===== config.mk =====
export PLATFORM = sky130hd
export DESIGN_NAME = decode_in_txn_capture
export DESIGN_NICKNAME = d
export VERILOG_FILES = /design/src/rtl/decode_in_capture_pkg.sv /design/src/rtl/decode_in_capture_fifo.sv /design/src/rtl/decode_in_txn_capture.sv
export SDC_FILE = /design/constraint.sdc
export NUM_CORES = 1
export LEC_CHECK = 0
export ABC_CLOCK_PERIOD_IN_PS = 13010
export BUFFER_PORTS_ARGS = -buffer_cell sky130_fd_sc_hd__buf_2
export CAP_MARGIN = 20
export CORE_MARGIN = 2
export CORE_UTILIZATION = 51
export CTS_CLUSTER_DIAMETER = 150
export DETAILED_ROUTE_END_ITERATION = 10
export HOLD_SLACK_MARGIN = 0.08
export PLACE_DENSITY = 0.69
export SKIP_LAST_GASP = 1
export SYNTH_ARGS = -nofsm -noshare
export SYNTH_HDL_FRONTEND = slang
export SYNTH_SLANG_ARGS = --single-unit

===== constraint.sdc =====
create_clock -name clock -period 13.01 [get_ports clock]
set_clock_uncertainty 0.15 [all_clocks]
set_input_delay 2.602 -clock clock [delete_from_list [all_inputs] [get_ports clock]]
set_output_delay 2.602 -clock clock [all_outputs]
set_load 0.1 [all_outputs]

===== src/rtl/decode_in_capture_pkg.sv =====
// rtl/decode_in_capture_pkg.sv - shared types, defaults and helpers for decode_in_txn_capture
// Record timestamps are compiled in only with DECODE_IN_CAPTURE_TS_EN defined.
package decode_in_capture_pkg;

    localparam int DEF_INSTR_W = 16;
    localparam int DEF_PC_W    = 16;
    localparam int DEF_DEPTH   = 8;
    localparam int DEF_TS_W    = 32;
    localparam int DEF_MODE    = 0;

    typedef enum logic [1:0] {
        ST_PRIME  = 2'd0,
        ST_ARMED  = 2'd1,
        ST_PAUSED = 2'd2
    } cap_state_e;

    typedef struct packed {
`ifdef DECODE_IN_CAPTURE_TS_EN
        logic [DEF_TS_W-1:0]    ts;
`endif
        logic [DEF_INSTR_W-1:0] instr;
        logic [DEF_PC_W-1:0]    npc;
    } cap_rec_t;

    function automatic logic [15:0] sat_inc16(input logic [15:0] v);
        return (v == 16'hFFFF) ? v : v + 16'd1;
    endfunction

endpackage


===== src/rtl/decode_in_capture_fifo.sv =====
// rtl/decode_in_capture_fifo.sv - synchronous record FIFO with flush and occupancy output
module decode_in_capture_fifo #(
    parameter int WIDTH = 32,
    parameter int DEPTH = 8
) (
    input  logic                   clock,
    input  logic                   reset_n,
    input  logic                   flush,
    input  logic                   wr_en,
    input  logic [WIDTH-1:0]       wr_data,
    input  logic                   rd_en,
    output logic [WIDTH-1:0]       rd_data,
    output logic                   empty,
    output logic                   full,
    output logic [$clog2(DEPTH):0] level
);

    localparam int AW = $clog2(DEPTH);
    localparam logic [AW:0] FULL_LVL = (AW+1)'(DEPTH);

    logic [WIDTH-1:0] mem_q [DEPTH];
    logic [AW:0]      wr_ptr_q, wr_ptr_d;
    logic [AW:0]      rd_ptr_q, rd_ptr_d;
    logic             wr_fire, rd_fire;

    // Pointers carry one extra wrap bit so full and empty are distinguishable.
    assign level   = wr_ptr_q - rd_ptr_q;
    assign empty   = (level == '0);
    assign full    = (level == FULL_LVL);
    assign rd_fire = rd_en && !empty && !flush;
    assign wr_fire = wr_en && !flush && (!full || rd_fire);
    assign rd_data = mem_q[rd_ptr_q[AW-1:0]];

    always_comb begin
        wr_ptr_d = wr_ptr_q;
        rd_ptr_d = rd_ptr_q;
        if (flush) begin
            wr_ptr_d = '0;
            rd_ptr_d = '0;
        end else begin
            if (wr_fire) wr_ptr_d = wr_ptr_q + 1'b1;
            if (rd_fire) rd_ptr_d = rd_ptr_q + 1'b1;
        end
    end

    always_ff @(posedge clock or negedge reset_n) begin
        if (!reset_n) begin
            wr_ptr_q <= '0;
            rd_ptr_q <= '0;
        end else begin
            wr_ptr_q <= wr_ptr_d;
            rd_ptr_q <= rd_ptr_d;
        end
    end

    always_ff @(posedge clock) begin
        if (wr_fire) mem_q[wr_ptr_q[AW-1:0]] <= wr_data;
    end

endmodule


===== src/rtl/decode_in_txn_capture.sv =====
// rtl/decode_in_txn_capture.sv - captures decode-stage instruction/next-PC transactions into a record FIFO
// Optional per-record timestamp and rec_ts port via DECODE_IN_CAPTURE_TS_EN.
module decode_in_txn_capture
    import decode_in_capture_pkg::*;
#(
    parameter int INSTR_W = DEF_INSTR_W,
    parameter int PC_W    = DEF_PC_W,
    parameter int DEPTH   = DEF_DEPTH,
    parameter int TS_W    = DEF_TS_W,
    parameter int MODE    = DEF_MODE
) (
    input  logic                   clock,
    input  logic                   reset_n,
    input  logic [INSTR_W-1:0]     dout,
    input  logic [PC_W-1:0]        npc_in,
    input  logic                   enable_decode,
    input  logic                   cap_en,
    input  logic                   flush,
    output logic                   rec_valid,
    input  logic                   rec_ready,
    output logic [INSTR_W-1:0]     rec_instr,
    output logic [PC_W-1:0]        rec_npc,
`ifdef DECODE_IN_CAPTURE_TS_EN
    output logic [TS_W-1:0]        rec_ts,
`endif
    output logic [15:0]            drop_cnt,
    output logic [$clog2(DEPTH):0] level
);

    localparam int OBS_W = INSTR_W + PC_W;
`ifdef DECODE_IN_CAPTURE_TS_EN
    localparam int REC_W = OBS_W + TS_W;
`else
    localparam int REC_W = OBS_W;
`endif

    if (DEPTH < 2 || (DEPTH & (DEPTH - 1)) != 0 || TS_W < 1 || MODE < 0 || MODE > 1) begin : g_bad_cfg
        $error("decode_in_txn_capture: unsupported DEPTH/TS_W/MODE");
    end

    cap_state_e       state_q, state_d;
    logic [OBS_W-1:0] prev_q, prev_d;
    logic [OBS_W-1:0] cur_obs;
    logic [15:0]      drop_q, drop_d;
    logic             capture, pop, dropped, wr_en;
    logic             fifo_empty, fifo_full;
    logic [REC_W-1:0] wr_data, rd_data;

`ifdef DECODE_IN_CAPTURE_TS_EN
    logic [TS_W-1:0]  ts_q, ts_d;
`endif

    assign cur_obs = {dout, npc_in};

    always_comb begin
        state_d = state_q;
        prev_d  = prev_q;
        capture = 1'b0;
        unique case (state_q)
            ST_PRIME: begin
                if (cap_en) begin
                    prev_d  = cur_obs;
                    state_d = ST_ARMED;
                end
            end
            ST_ARMED: begin
                // prev tracks the bus on every armed cycle, even the one that pauses.
                prev_d = cur_obs;
                if (!cap_en)        state_d = ST_PAUSED;
                else if (MODE == 0) capture = (cur_obs != prev_q);
                else                capture = enable_decode;
            end
            ST_PAUSED: begin
                if (cap_en) state_d = ST_PRIME;
            end
            default: state_d = ST_PRIME;
        endcase
    end

    // A pop frees a slot in the same edge, so a full FIFO still takes the capture.
    assign rec_valid = !fifo_empty;
    assign pop       = rec_valid && rec_ready;
    assign dropped   = capture && !flush && fifo_full && !pop;
    assign wr_en     = capture && !flush;
    assign drop_d    = dropped ? sat_inc16(drop_q) : drop_q;
    assign drop_cnt  = drop_q;

`ifdef DECODE_IN_CAPTURE_TS_EN
    assign ts_d      = ts_q + 1'b1;
    assign wr_data   = {ts_q, cur_obs};
    assign rec_ts    = rd_data[OBS_W +: TS_W];
`else
    assign wr_data   = cur_obs;
`endif
    assign rec_instr = rd_data[PC_W +: INSTR_W];
    assign rec_npc   = rd_data[PC_W-1:0];

    always_ff @(posedge clock or negedge reset_n) begin
        if (!reset_n) begin
            state_q <= ST_PRIME;
            prev_q  <= '0;
            drop_q  <= '0;
`ifdef DECODE_IN_CAPTURE_TS_EN
            ts_q    <= '0;
`endif
        end else begin
            state_q <= state_d;
            prev_q  <= prev_d;
            drop_q  <= drop_d;
`ifdef DECODE_IN_CAPTURE_TS_EN
            ts_q    <= ts_d;
`endif
        end
    end

    decode_in_capture_fifo #(
        .WIDTH (REC_W),
        .DEPTH (DEPTH)
    ) u_fifo (
        .clock   (clock),
        .reset_n (reset_n),
        .flush   (flush),
        .wr_en   (wr_en),
        .wr_data (wr_data),
        .rd_en   (pop),
        .rd_data (rd_data),
        .empty   (fifo_empty),
        .full    (fifo_full),
        .level   (level)
    );

endmodule


Word-level counts from Yosys, hierarchy flattened

Memories as Yosys holds them, arrays and structs flattened.
Index checks and enable logic that the tools add are counted.

$add $sub $neg: 4
Equality and inequality tests: 8
Muxes and demuxes: 14
Bitwise gates (word level): 1
Reductions and logical operators: 21

Operators with widths:

| cell                                                | count |
|---|---|
| one-hot mux 32 bit (2 select lines)                 | 1 |
| 2-to-1 mux 32 bit                                   | 1 |
| inequality test 32 bit                              | 1 |
| adder 16 x 1 -> 16 bit, second input constant       | 1 |
| equality test 16 bit, second input constant         | 1 |
| 2-to-1 mux 4 bit                                    | 4 |
| adder 4 x 1 -> 4 bit, second input constant         | 2 |
| logical AND 1 bit                                   | 8 |
| 2-to-1 mux 2 bit                                    | 3 |
| inequality test 2 bit, second input constant        | 3 |
| one-hot mux 2 bit (3 select lines)                  | 1 |
| nonzero test 2 bit                                  | 3 |
| equality test 4 bit, second input constant          | 1 |
| zero test 1 bit                                     | 4 |
| zero test 4 bit                                     | 1 |
| 2-to-1 mux 1 bit                                    | 4 |
| AND reduction 2 bit                                 | 2 |
| subtractor 4 bit                                    | 1 |
| AND reduction 3 bit                                 | 1 |
| equality test 2 x 1 -> 1 bit, second input constant | 1 |
| equality test 2 bit, second input constant          | 1 |
| zero test 2 bit                                     | 1 |
| logical OR 1 bit                                    | 1 |
| inverter 1 bit                                      | 1 |

Flip-flop bits (word level): 58
Output and inout bits: 53
Memories kept: 1
Bits of input ports: 38
Memory bits (writable): 256
Logic and storage cells: 54

Memories:

| name         | depth | bits a word | read ports | clocked after Yosys merged registers in | write ports | RTL line                     | source |
|---|---|---|---|---|---|---|---|
| u_fifo.mem_q | 8     | 32          | 1          | 0                                       | 1           | decode_in_capture_fifo.sv:21 | `logic [WIDTH-1:0] mem_q [DEPTH];` |

Logic depth before layout (Yosys ltp)

Gate-level depths: netlist of run 1.

Depth in word-level cells: 10
Mapped depth: 11
Depth with buffers taken out: 10

Hierarchy

Synthesis of run 1 repeated with hierarchy kept, for this count alone.

Cells, all modules: 715
Area total of the unflattened synthesis: 12,769.7 µm²

By module, submodules not included:

| module                 | cells each | times used | area each (µm²) | seq. area each (µm²) |
|---|---|---|---|---|
| decode_in_capture_fifo | 514        | 1          | 10,274.9        | 7,887.6 |
| decode_in_txn_capture  | 201        | 1          | 2,494.9         | 1,251.2 |

Worst setup path after synthesis of run 1

OpenSTA, ideal clock, no wires.

Path type: register to register
Start point: register u_fifo.rd_ptr_q[1]
End point: memory u_fifo.mem_q[5][0] (enable)
Required time: 12.347 ns
Library setup time: 0.513 ns
Clock period less this slack: 7.937 ns
Slack: 5.073 ns
Arrival: 7.274 ns
Stages on the path, launching flop included: 11
Path buffers: 3
Cells stage by stage: dfrtp_1 buf_1 buf_1 inv_1 fa_1 xor2_1 or4_4 o31a_2 o21ai_0 clkbuf_1 nor4b_1

Word-level cells in the longest chain between the ends: 10
Elaborated cells on any way between the ends: 12
Classes of those cells: 1 x add/sub; 1 x eq/ne; 2 x mux; 8 x reduce/logical

Ends and longest elaborated chain:

| item                                     | RTL line                                                  | source |
|---|---|---|
| start, declared                          | decode_in_capture_fifo.sv:23                              | `logic [AW:0] rd_ptr_q, rd_ptr_d;` |
| start signal, assigned                   | decode_in_capture_fifo.sv:52                              | `rd_ptr_q <= rd_ptr_d;` |
| subtractor 4 bit *                       | decode_in_capture_fifo.sv:27                              | `assign level = wr_ptr_q - rd_ptr_q;` |
| net level[2]                             | decode_in_txn_capture.sv:27                               | `output logic [$clog2(DEPTH):0] level` |
| zero test 4 bit                          | decode_in_capture_fifo.sv:28                              | `assign empty = (level == '0);` |
| zero test 1 bit                          | decode_in_capture_fifo.sv:30, decode_in_txn_capture.sv:81 |  |
| logical AND 1 bit                        | decode_in_txn_capture.sv:82                               | `assign pop = rec_valid && rec_ready;` |
| logical AND 1 bit (2 in series)          | decode_in_capture_fifo.sv:30                              | `assign rd_fire = rd_en && !empty && !flush;` |
| logical OR 1 bit *                       | decode_in_capture_fifo.sv:31                              | `assign wr_fire = wr_en && !flush && (!full \|\| rd_fire);` |
| logical AND 1 bit *                      | decode_in_capture_fifo.sv:31                              |  |
| 2-to-1 mux 1 bit *                       | decode_in_capture_fifo.sv:57                              | `if (wr_fire) mem_q[wr_ptr_q[AW-1:0]] <= wr_data;` |
| 2-to-1 mux 1 bit (implied by the code) * | decode_in_capture_fifo.sv:57                              |  |
| end, declared                            | decode_in_capture_fifo.sv:21                              |  |

The timed path passes the listed nets; every way through them passes the cells marked *.

Worst setup path after layout of run 1

Start point: register u_fifo.rd_ptr_q[0]
End point: output port rec_valid

Word-level cells in the longest chain between the ends: 3

Ends and longest elaborated chain:

| item             | RTL line                     | source |
|---|---|---|
| subtractor 4 bit | decode_in_capture_fifo.sv:27 |  |
| zero test 4 bit  | decode_in_capture_fifo.sv:28 |  |
| zero test 1 bit  | decode_in_txn_capture.sv:81  | `assign rec_valid = !fifo_empty;` |
| end, declared    | decode_in_txn_capture.sv:19  | `output logic rec_valid,` |

Every way passes these cells.

==> impl_metrics.json, run 1 <==
{
  "syn_avg_cell_area_sq_um": 17.9,
  "yosys_warnings": 0,
  "ctsHoldBuffers": 0,
  "p_int_w": 0.00185,
  "die_h_um": 161,
  "worstMarginPinSlew_ns": 0.994,
  "utilization": 0.598,
  "max_cap_viol_count": 0,
  "irDropWorstVdd_mv": 0.233,
  "cts.repair.resized": 0,
  "place_congestion": 0.906,
  "root_buffer": "clkbuf_16",
  "dpl.hpwl_mm": 14.8,
  "cp.arrival_ns": 3.25,
  "holdCritPathClass": "register to register",
  "pwr-share-clk": 0.307,
  "worstSetupEndpointType": "output port",
  "synth_edf_count": 256,
  "vias_per_cell": 5.76,
  "fin_crit_ns": 6.01,
  "postRouteAntennaNets": 0,
  "setup_viol": 0,
  "wl_mm": 25.1,
  "grt_pass1_vias": 6958,
  "syn_nets": 750,
  "finalHoldViolations": 0,
  "initial_utilization": 0.518,
  "ys_types": 37,
  "io_pins": 91,
  "dr.pass1.iters": 5,
  "status": "finished, final reports clean",
  "rsz0062_at_grt": "false",
  "grt-ovfl-total": 0,
  "finalNetCount": 865,
  "final_layout_size_suffix_gt1_frac": 0.317,
  "syn_inst": 705,
  "clockBufferDepth": 3,
  "switchingPower_w": 0.000967,
  "grt_use_total": 0.194,
  "antenna_found_initial": 0,
  "slew_viol_final": 0,
  "synth_area_sq_um": 12600,
  "seqPwrFrac": 0.414,
  "power.total_w": 0.00282,
  "htreeDepth": 1,
  "grt_max_degree": 68,
  "synthTopCellsByArea": "edfxtp_1 (61%), dfrtp_1 (12%), mux4_2 (11%), xor2_1 (3.3%), mux2_2 (3.1%)",
  "start_kind": "register",
  "vias": 6724,
  "cp_data_required_time_ns": 10.26,
  "cts.sink_count": 314,
  "fp-row-count": 57,
  "finalCritPeriodShare": 0.462,
  "n_antenna_cell": 0,
  "path_class": "register to output port",
  "async_reset_ff_frac": 0.185,
  "pre_cts_ws_ns": 7.44,
  "dieArea_sq_um": 26000,
  "cts_tree": "done",
  "fmax_mhz": 166,
  "drc": 0,
  "fin_hold_ws_ns": 0.357,
  "grt_pass1_wl_mm": 38.5,
  "fin_setup_tns_ns": 0,
  "fin_ws_ns": 7.00,
  "synth_top_area_cell": "edfxtp_1",
  "wire_per_inst_um": 21.5,
  "clk_transition_reported_paths_ns": 0.06,
  "leakage_nw": 5.23,
  "insertion_delay_ns": 0.54,
  "power_frac_comb": 0.279,
  "netSwitchingFraction": 0.343,
  "die_w_um": 161,
  "ys_seq_area_frac": 0.725,
  "drt_iter0_drc": 604,
  "ys.flop_type": "edfxtp_1",
  "postCtsSetupBuffers": 0,
  "area_growth_pct": 15.5,
  "cts_buffers": 31,
  "synth_top_cell_area_share": 0.610,
  "port-buffer-count": 89,
  "cellPowerDensity_nw_per_um2": 194,
  "core_sq_um": 24300,
  "relSlewSlack": 0.337,
  "synth_seq_cells": 314,
  "worst-path-max-fanout": 37
}
## critical path, cell delays in order (launching register included)
cell     delay, ns
dfrtp_4       0.91
ha_1          0.28
inv_1         0.06
fa_1          0.42
xor2_1        0.28
nor3_1        0.07
o21ai_0       0.17
buf_2         0.52
## layout by cell type (no fill, tap or decap), drive strengths merged, types with 16 or more instances in the layout
cell | synthesis | routed
buf | 12 | 112
clkbuf | 18 | 37
edfxtp | 256 | 256
mux2 | 36 | 36
xor2 | 47 | 47
nor4 | 16 | 16
dfrtp | 58 | 58
nand2 | 104 | 104
mux4 | 64 | 64
## power groups by stage
stage / Combinational, W / Sequential (W) / Clock (W)
2_1_floorplan: 0.000662 / 0.00118 / 0
3_3_place_gp: 0.000781 / 0.00118 / 0
3_5_place_dp: 0.000789 / 0.00119 / 0
4_1_cts: 0.000792 / 0.00117 / 0.000882
5_1_grt: 0.000824 / 0.00117 / 0.000925
6_report: 0.000787 / 0.00117 / 0.000867
## cell type report
class	count	area [sq um]
Clock inverter	19	191
Inverter	8	30.0
Fill cell	1767	9770
Multi-Input combinational cell	353	3360
Tap cell	324	405
Clock buffer	37	798
Sequential cell	314	9140
Timing Repair Buffer	112	618
## state kept, by name, indices dropped and copies added, names as in the netlist
register and cells:
u_fifo.rd_ptr_q 4, u_fifo.wr_ptr_q 4, state_q 2, prev_q 32
drop_cnt 16, u_fifo.mem_q 256
## layer usage
| layer | global-route usage | share of wire |
|---|---|---|
| met1 | 0.263 | 0.42 |
| met2 | 0.336 | 0.50 |
| met3 | 0.0331 | 0.065 |
| met4 | 0.0438 | 0.015 |
| met5 | 0 | 0 |
## worst paths after layout
| kind | startpoint | to | slack (ns) | depth (start not counted) |
|---|---|---|---|---|
| min | drop_cnt[5]$_DFFE_PN0P_ | drop_cnt[5]$_DFFE_PN0P_ | 0.36 | 1 |
| max reg2reg | u_fifo.rd_ptr_q[0]$_DFFE_PN0P_ | drop_cnt[15]$_DFFE_PN0P_ | 9.07 | 7 |
| min reg2reg | drop_cnt[5]$_DFFE_PN0P_ | drop_cnt[5]$_DFFE_PN0P_ | 0.36 | 1 |
| min in group asynchronous | reset_n | drop_cnt[13]$_DFFE_PN0P_ | 2.05 | 2 |
| max | u_fifo.rd_ptr_q[0]$_DFFE_PN0P_ | rec_valid | 7.00 | 7 |
| max in group asynchronous | reset_n | u_fifo.rd_ptr_q[0]$_DFFE_PN0P_ | 10.08 | 2 |
## metrics by stage
stage / std cells / instance area [sq um]
finish: 1167 / 14500
detailed placement: 1110 / 13500
CTS: 1166 / 14500
global route: 1167 / 14500
floorplan: 705 / 12600
global placement: 1110 / 13500
## synth_stat cells, types with 2 or more instances
cell      number
nand4_1        7
nor4_1        16
mux4_2        64
dfrtp_1       58
nand3b_1       3
clkbuf_1      18
and3_1         3
edfxtp_1     256
buf_1         10
xor2_1        47
mux2i_1        2
nor2b_1        2
or3_1          2
ha_1           6
mux2_2        35
nand3_1       10
nor3_1        14
nand2_1      104
inv_1          7
nor4b_1        3
a21oi_1        4
xnor2_1        2
o21ai_0        6
nand2b_1       2
nor2_1        12
## logic make-up (layout without fill, tap and decap cells)
group	Yosys count	in the layout	synth area share
adders and majority gates	7	7	0.00755
AOI/OAI and AO/OA	14	14	0.00666
and+or+nand+nor	181	181	0.0661
buffers and inverters	38	176	0.0120
muxes	102	102	0.148
xor gates and xnor gates	49	49	0.0341
DFF	314	314	0.725
Note: power is estimated with default switching activity, not from simulation.
==> inputs of run 2 (changes only) <==
--- a/config.mk
+++ b/config.mk
@@ -5,7 +5,7 @@
 export SDC_FILE = /design/constraint.sdc
 export NUM_CORES = 1
 export LEC_CHECK = 0
-export ABC_CLOCK_PERIOD_IN_PS = 13010
+export ABC_CLOCK_PERIOD_IN_PS = 5000
 export BUFFER_PORTS_ARGS = -buffer_cell sky130_fd_sc_hd__buf_2
 export CAP_MARGIN = 20
 export CORE_MARGIN = 2
@@ -13,7 +13,7 @@
 export CTS_CLUSTER_DIAMETER = 150
 export DETAILED_ROUTE_END_ITERATION = 10
 export HOLD_SLACK_MARGIN = 0.08
-export PLACE_DENSITY = 0.69
+export PLACE_DENSITY = 0.72
 export SKIP_LAST_GASP = 1
 export SYNTH_ARGS = -nofsm -noshare
 export SYNTH_HDL_FRONTEND = slang
==> constraint.sdc (replaced) <==
create_clock -name clock -period 5 [get_ports clock]
set_clock_uncertainty 0.15 [all_clocks]
set_input_delay 1 -clock clock [delete_from_list [all_inputs] [get_ports clock]]
set_output_delay 1 -clock clock [all_outputs]
set_load 0.1 [all_outputs]
==> impl_metrics.json, run 2 (same netlist as run 1, synthesis figures left out) <==
{
  "drc": 0,
  "insertion_delay_ns": 0.51,
  "grt_pass1_vias": 7050,
  "clockBufferDepth": 3,
  "fp-row-count": 57,
  "met3_length_mm": 1.57,
  "clk_transition_reported_paths_ns": 0.06,
  "initial_utilization": 0.518,
  "wire_per_inst_um": 21.7,
  "ctsHoldBuffers": 0,
  "io_pins": 91,
  "cts.sink_count": 314,
  "dr.pass1.iters": 5,
  "r2r_setup_slack_ns": 0.64,
  "root_buffer": "clkbuf_16",
  "antenna_found_initial": 1,
  "die_h_um": 161,
  "start_kind": "register",
  "rsz0062_at_grt": "false",
  "finalHoldViolations": 0,
  "wl_mm": 25.3,
  "irDropWorstVdd_mv": 0.438,
  "place_inst": 1104,
  "path_class": "register to output port",
  "worst-path-max-fanout": 39,
  "final.fill_count": 1742,
  "port-buffer-count": 89,
  "fin_crit_ns": 4.39,
  "instances_no_fill": 1167,
  "cts.repair.resized": 0,
  "area_growth_pct": 16.3,
  "cp_data_required_time_ns": 3.85,
  "worstSetupEndpointType": "output port",
  "leakage_nw": 5.24,
  "cellPowerDensity_nw_per_um2": 507,
  "final_cell_mix": "edfxtp_1 (256), nand2_1 (104), buf_2 (86)",
  "core_sq_um": 24300,
  "fmax_mhz": 228,
  "grt_max_degree": 68,
  "cp.arrival_ns": 3.24,
  "wl_met1_mm": 10.6,
  "vias_per_cell": 5.71,
  "dieArea_sq_um": 26000,
  "final_layout_size_suffix_gt1_frac": 0.314,
  "postRouteAntennaNets": 0,
  "grt_use_total": 0.200,
  "cts_buffers": 34,
  "worstMarginPinSlew_ns": 1.06,
  "holdCritPathClass": "register to register",
  "vias": 6663,
  "status": "finished, final reports clean",
  "drt_iter0_drc": 572,
  "place_congestion": 0.927,
  "largest_register_ffs": 256,
  "dpl.hpwl_mm": 14.8,
  "grt_pass1_wl_mm": 39.7,
  "finalCritPeriodShare": 0.879,
  "finalNetCount": 861,
  "htreeDepth": 2,
  "grt-ovfl-total": 0,
  "fin_setup_tns_ns": 0,
  "max_cap_viol_count": 0,
  "relSlewSlack": 0.290,
  "dr.max_layer_used": "met5",
  "slew_viol_final": 0,
  "postCtsSetupBuffers": 0,
  "die_w_um": 161,
  "final_common_cell": "edfxtp_1",
  "wl_met2_mm": 12.7,
  "cts_tree": "done",
  "setup_viol": 0
}
## run 2: stage by stage
stage	power [W]	hold WS, ns	setup WS (ns)	cell area (sq um)	util
detailed placement	0.00524	0.330	0.655	13600	0.561
global route	0.00770	0.372	0.337	14600	0.602
global placement	0.00520	0.323	0.761	13600	0.561
CTS	0.00749	0.340	0.501	14600	0.602
floorplan	0.00480	0.311	-0.157	12700	-
finish	0.00743	0.341	0.607	14600	0.602
## run 2: path summary, 6_finish.rpt
kind                       depth (start not counted)                            from                        endpoint
hold reg to reg                                    1          state_q[1]$_DFFE_PN0P_          state_q[0]$_DFFE_PN0P_
setup / recovery                                   6  u_fifo.rd_ptr_q[0]$_DFFE_PN0P_                      rec_npc[0]
hold / removal                                     1          state_q[1]$_DFFE_PN0P_          state_q[0]$_DFFE_PN0P_
min in group asynchronous                          2                         reset_n         drop_cnt[7]$_DFFE_PN0P_
max in group asynchronous                          2                         reset_n  u_fifo.rd_ptr_q[0]$_DFFE_PN0P_
setup reg to reg                                  10  u_fifo.wr_ptr_q[0]$_DFFE_PN0P_   u_fifo.mem_q[7][29]$_DFFE_PP_
## run 2: per-layer routing
layer,global-route usage,up-vias
met5,0,-
met4,0.0564,2
met3,0.0390,40
met2,0.340,225
met1,0.268,3454
li1,-,2942
## run 2: area by class of cell
| class | instances | area, sq um | share of cell area |
|---|---|---|---|
| clock buffers | 47 | 910 | 0.0621 |
| multi-input cells | 353 | 3450 | 0.235 |
| inverters | 8 | 30.0 | 0.00205 |
| well taps | 324 | 405 | 0.0277 |
| diodes | 1 | 2.50 | 0.000171 |
| repair buffers | 105 | 611 | 0.0417 |
| clock inverters | 15 | 101 | 0.00692 |
| flip-flops and latches | 314 | 9140 | 0.624 |
## run 2: critical path, cell delays in order (launching register included)
cell	delay [ns]
dfrtp_4	0.41
buf_4	0.47
buf_4	0.74
mux4_2	0.60
nand2_1	0.08
nand2_1	0.09
buf_2	0.30
## run 2: power by group
| group | total [W] | switching, W | internal (W) |
|---|---|---|---|
| Sequential | 0.00299 | 0.0000615 | 0.00292 |
| Combinational | 0.00219 | 0.00156 | 0.000632 |
| Clock | 0.00225 | 0.000962 | 0.00129 |
| Total | 0.00743 | 0.00259 | 0.00484 |
